**config.mk**
```make
export PLATFORM = sky130hd
export DESIGN_NAME = uart_tx
export DESIGN_NICKNAME = d
export VERILOG_FILES = /design/src/rtl/uart_pkg.sv /design/src/rtl/uart_baud_tick.sv /design/src/rtl/uart_tx.sv
export SDC_FILE = /design/constraint.sdc
export NUM_CORES = 1
export LEC_CHECK = 0
export ABC_AREA = 1
export CORE_AREA = 2 2 95 97
export CTS_CLUSTER_SIZE = 12
export DETAILED_ROUTE_END_ITERATION = 6
export DIE_AREA = 0 0 97 99
export PLACE_DENSITY_LB_ADDON = 0.08
export SYNTH_ARGS = -nofsm -noshare
export SYNTH_HDL_FRONTEND = slang
export SYNTH_HIERARCHICAL = 1
export SYNTH_SLANG_ARGS = --single-unit
```
**constraint.sdc**
```tcl
create_clock -name system_clk -period 5.75 [get_ports system_clk]
set_clock_uncertainty 0.05 [all_clocks]
set_input_delay 0.575 -clock system_clk [delete_from_list [all_inputs] [get_ports system_clk]]
set_output_delay 0.575 -clock system_clk [all_outputs]
set_load 0.005 [all_outputs]
```
**src/rtl/uart_pkg.sv**
```systemverilog
// Shared UART definitions: FSM states, frame constants, holding-slot payload
// and the baud divisor helper used by both the transmitter and the receiver.
package uart_pkg;

  localparam int unsigned UART_DATA_BITS  = 8;
  localparam int unsigned UART_BIT_CNT_W  = 3;
  localparam int unsigned UART_BAUD_CNT_W = 16;

  localparam logic UART_IDLE_LEVEL  = 1'b1;
  localparam logic UART_START_LEVEL = 1'b0;
  localparam logic UART_STOP_LEVEL  = 1'b1;

  typedef enum logic [1:0] {
    IDLE  = 2'd0,
    START = 2'd1,
    DATA  = 2'd2,
    STOP  = 2'd3
  } uart_state_e;

  typedef struct packed {
    logic                      full;
    logic [UART_DATA_BITS-1:0] data;
  } uart_hold_t;

  // Clock cycles per bit; legal results are 2..65535.
  function automatic int unsigned uart_baud_cnt_max(input int unsigned clk_freq,
                                                    input int unsigned uart_bps);
    return clk_freq / uart_bps;
  endfunction

endpackage

```
**src/rtl/uart_baud_tick.sv**
```systemverilog
// Enable-gated, clear-able bit-period counter; tick_c_o marks the last cycle
// of each bit period.
module uart_baud_tick #(
  parameter int unsigned CNT_MAX = 10
) (
  input  logic clk_i,
  input  logic rst_i,
  input  logic en_i,
  input  logic clr_i,
  output logic tick_c_o
);
  import uart_pkg::*;

  localparam logic [UART_BAUD_CNT_W-1:0] CNT_LAST = UART_BAUD_CNT_W'(CNT_MAX - 1);

  logic [UART_BAUD_CNT_W-1:0] cnt_q;
  logic [UART_BAUD_CNT_W-1:0] cnt_d;

  // Clear wins over counting; the terminal count wraps to zero.
  always_comb begin
    cnt_d = cnt_q;
    if (clr_i) begin
      cnt_d = '0;
    end else if (en_i) begin
      cnt_d = (cnt_q == CNT_LAST) ? '0 : cnt_q + UART_BAUD_CNT_W'(1);
    end
  end

  always_ff @(posedge clk_i) begin
    if (rst_i) begin
      cnt_q <= '0;
    end else begin
      cnt_q <= cnt_d;
    end
  end

  assign tick_c_o = en_i & (cnt_q == CNT_LAST);

endmodule

```
**src/rtl/uart_tx.sv**
```systemverilog
// 8N1 LSB-first UART transmitter with a one-byte holding slot so a byte
// strobed mid-frame is sent back-to-back after the current stop bit.
module uart_tx
  import uart_pkg::*;
#(
  parameter int unsigned uart_bps = 9600,
  parameter int unsigned clk_freq = 50000000
) (
  input  logic                      system_clk,
  input  logic                      system_rst,
  input  logic [UART_DATA_BITS-1:0] pi_data,
  input  logic                      pi_flag,
  output logic                      tx,
  output logic                      busy,
  output logic                      overrun
);

  localparam int unsigned BAUD_CNT_MAX = uart_baud_cnt_max(clk_freq, uart_bps);
  localparam logic [UART_BIT_CNT_W-1:0] LAST_BIT = UART_BIT_CNT_W'(UART_DATA_BITS - 1);

  uart_state_e               state_q;
  uart_state_e               state_d;
  logic [UART_DATA_BITS-1:0] shift_q;
  logic [UART_DATA_BITS-1:0] shift_d;
  logic [UART_BIT_CNT_W-1:0] bit_cnt_q;
  logic [UART_BIT_CNT_W-1:0] bit_cnt_d;
  uart_hold_t                hold_q;
  uart_hold_t                hold_d;
  logic                      tx_q;
  logic                      tx_d;
  logic                      busy_q;
  logic                      busy_d;
  logic                      overrun_q;
  logic                      overrun_d;

  logic                      baud_tick_c;
  logic                      baud_en_c;
  logic                      start_entry_c;
  logic                      take_pi_c;

  assign baud_en_c     = (state_q != IDLE);
  assign start_entry_c = (state_d == START) && (state_q != START);

  uart_baud_tick #(
    .CNT_MAX (BAUD_CNT_MAX)
  ) u_baud_tick (
    .clk_i    (system_clk),
    .rst_i    (system_rst),
    .en_i     (baud_en_c),
    .clr_i    (start_entry_c),
    .tick_c_o (baud_tick_c)
  );

  // Next-state, datapath and registered-output decode.
  always_comb begin
    state_d   = state_q;
    shift_d   = shift_q;
    bit_cnt_d = bit_cnt_q;
    hold_d    = hold_q;
    overrun_d = 1'b0;
    take_pi_c = 1'b0;
    tx_d      = UART_IDLE_LEVEL;
    busy_d    = 1'b0;

    unique case (state_q)
      IDLE: begin
        if (hold_q.full) begin
          state_d     = START;
          shift_d     = hold_q.data;
          hold_d.full = 1'b0;
        end else if (pi_flag) begin
          state_d   = START;
          shift_d   = pi_data;
          take_pi_c = 1'b1;
        end
      end
      START: begin
        if (baud_tick_c) begin
          state_d   = DATA;
          bit_cnt_d = '0;
        end
      end
      DATA: begin
        if (baud_tick_c) begin
          if (bit_cnt_q == LAST_BIT) begin
            state_d = STOP;
          end else begin
            shift_d   = shift_q >> 1;
            bit_cnt_d = bit_cnt_q + UART_BIT_CNT_W'(1);
          end
        end
      end
      STOP: begin
        // A waiting byte (held, or strobed right now) starts with no idle gap.
        if (baud_tick_c) begin
          if (hold_q.full) begin
            state_d     = START;
            shift_d     = hold_q.data;
            hold_d.full = 1'b0;
          end else if (pi_flag) begin
            state_d   = START;
            shift_d   = pi_data;
            take_pi_c = 1'b1;
          end else begin
            state_d = IDLE;
          end
        end
      end
      default: state_d = IDLE;
    endcase

    // Sees the slot after any drain this cycle, so a coincident strobe fits.
    if (pi_flag && !take_pi_c) begin
      if (!hold_d.full) begin
        hold_d.full = 1'b1;
        hold_d.data = pi_data;
      end else begin
        overrun_d = 1'b1;
      end
    end

    unique case (state_d)
      IDLE:    tx_d = UART_IDLE_LEVEL;
      START:   tx_d = UART_START_LEVEL;
      DATA:    tx_d = shift_d[0];
      STOP:    tx_d = UART_STOP_LEVEL;
      default: tx_d = UART_IDLE_LEVEL;
    endcase

    busy_d = (state_d != IDLE) | hold_d.full;
  end

  always_ff @(posedge system_clk) begin
    if (system_rst) begin
      state_q   <= IDLE;
      shift_q   <= '0;
      bit_cnt_q <= '0;
      hold_q    <= '0;
      tx_q      <= UART_IDLE_LEVEL;
      busy_q    <= 1'b0;
      overrun_q <= 1'b0;
    end else begin
      state_q   <= state_d;
      shift_q   <= shift_d;
      bit_cnt_q <= bit_cnt_d;
      hold_q    <= hold_d;
      tx_q      <= tx_d;
      busy_q    <= busy_d;
      overrun_q <= overrun_d;
    end
  end

  assign tx      = tx_q;
  assign busy    = busy_q;
  assign overrun = overrun_q;

endmodule

```
==> flow_summary.ini <==
[logic_synthesis]
synth_top_area_frac = 0.3285
synth_edf_count = 0
async_flop_share = 0
synth_cell_types = 40
synth_area_leaders = dfxtp_1 33%, nand2_1 9.9%, nor2_1 7.5%, ha_1 6.0%, o21ai_0 4.6%
ys_seq_area_frac = 0.3285
postSynthCellCount = 343
ys_ff_latch = 41
yosysTopAreaCell = dfxtp_1
synth_warnings = 6
netlist_area_um2 = 2499
synth.avg_cell_area_um2 = 7.285
syn-num-nets = 366
synth-main-ff-cell = dfxtp_1

[clock_network]
clock_latency_ns = 0.30
cts_sinks = 41
cts_tree = yes
clkSlewWorstSetupHoldPaths_ns = 0.08
cts_max_level = 2
cts_resized = 0
clk_path_buf_depth = 2
hold_buffers = 0
clock-root-buffer = clkbuf_8
cts_setup_buffers = 0
numCtsBuffers = 5

[worst_setup_path]
cp_max_fo = 13
worstPathCellList = inv_1, ha_1, inv_1, nand2_2, nor2_4, nand2_4, nor2_8, inv_2, nand2_4, o211ai_1, nand2_1, nand2_1, o31ai_2, inv_1, ha_1, inv_1, nor2_1, nor2_1, inv_2, nor2_8, nand2_2, nor2_1
slowest_stage = dfxtp_1
critPathMaxStageDelay_ns = 0.43
critPathLaunchType = register
crit_top_cell = inv_1
arrival_ns = 3.65
path_class = reg2reg
cp.required_ns = 5.93
worstSetupEndpointType = register

[grt]
antenna_found_initial = 0
grtUsageTotal = 0.1311
grt_overflow_total = 0
grt_max_degree = 18
grt_pass1_wl_um = 10410
grt_pass1_vias = 2224

[hold_path]
worstHoldPathType = reg2reg

[layout]
drive_above_1_share = 0.1950
syn2layout_area_growth_pct = 13.22
final_common_cell = nand2_1
antenna_cells = 0
final_nets = 381
layout_common_cells = 66 x nand2_1, 50 x nor2_1, 41 x dfxtp_1
fillers = 940
fin_area_um2 = 2829

[pwr]
p_total_w = 0.0006604
p_per_area_nw_per_um2 = 233.5
cellLeakagePower_nw = 1.107
vdd_drop_max_uv = 74.29

[timing]
rsz0062_at_grt = false
tightest_slew_ns = 0.8171
finalSetupViolations = 0
whs_ns = 0.4240
slew_headroom = 0.4535
fin_crit_ns = 3.466
hold_violations = 0
fin_crit_sh = 0.6028
tns_ns = 0
slew_viol_final = 0
worst_slack_ns = 2.284
fmax_mhz = 288.5

[route]
dr.pass1.iters = 4
dr.first_iter.drc_count = 62
wl_per_cell_um = 12.36
ant_nets = 0
drc = 0
finalWirelength_um = 5774
vias_per_cell = 4.546
via_count = 2123

[floorplan]
core_um2 = 8551
start_util = 0.2922
rows = 34
die_width_um = 97
die_h_um = 99
boundaryPins = 14
dieArea_um2 = 9603

[outcome]
outcome = completed

[flow_run]
max_cap_viol_count = 0

[place]
numPortBuffers = 13
globalplace.congestion = 0.7695
dpl.hpwl_um = 4573
place_worst_setup_slack_ns = 2.284
post_dp_cell_area_um2 = 2733
-- logic make-up after synthesis --
kind of cell	after synthesis	synth area share
mux	1	0.004006
flops	41	0.3285
fa+ha+maj	12	0.06009
buf+inv	46	0.07512
xor+xnor	5	0.01753
compound gates	57	0.1467
simple gates	181	0.3681
-- power by group --
group / switching [W] / internal, W
clock network: 0.000111 / 0.0000976
logic: 0.0000861 / 0.0000531
registers: 0.0000111 / 0.000302
total: 0.000208 / 0.000453
-- flip-flops by register name (all words and copies together) (netlist names) --
signal and count:
hold_q 9, shift_q 8, bit_cnt_q 3, u_baud_tick/cnt_q 16
tx 1, busy 1, state_q 2, overrun 1
-- metal layers --
metal  vias up  share of wire  track usage
li1       1128              -            -
met1       961           0.46       0.1584
met2        23           0.49       0.2350
met3        11          0.027      0.02624
met4         0          0.018      0.04009
met5         -              0            0
-- cells in the mapped netlist (all sizes together), types with 2 or more instances --
cell / instances
a21oi: 18
buf: 2
clkbuf: 3
dfxtp: 41
ha: 12
inv: 41
nand2: 83
nand3: 20
nor2: 66
nor3: 7
nor3b: 2
o211ai: 2
o21ai: 29
o22ai: 5
xnor2: 2
xor2: 3
-- through the flow --
stage	utilization	instances
finish	0.3308	467
detailed placement	0.3196	459
floorplan	-	343
global route	0.3308	467
CTS	0.3308	467
global placement	0.3196	459
-- worst paths after layout --
path / from / endpoint / slack (ns) / cells after the start
max: state_q[0] / u_baud_tick/cnt_q[14] / 2.28 / 22
min: shift_q[0] / shift_q[0] / 0.42 / 2
max reg2reg: state_q[0] / u_baud_tick/cnt_q[14] / 2.28 / 22
min reg2reg: shift_q[0] / shift_q[0] / 0.42 / 2
-- layout make-up --
type,instances,area [um^2],share of cell area
inverter,41,156.4,0.05529
timing repair buffer,13,130.1,0.04600
multi-input combinational,256,1490,0.5268
clock buffer,6,82.58,0.02919
tap,108,135.1,0.04777
sequential,41,820.8,0.2901
clock inverter,2,13.76,0.004865
-- worst max-delay path: cells and delay by family, from the launching register on --
| family | cells | cell delay (ns) |
|---|---|---|
| buffers and inverters | 6 | 0.91 |
| AOI/OAI and AO/OA | 2 | 0.19 |
| DFF | 1 | 0.43 |
| and+or+nand+nor | 12 | 1.41 |
| adders and majority gates | 2 | 0.41 |
No activity file was read; power rests on OpenSTA's default activity.
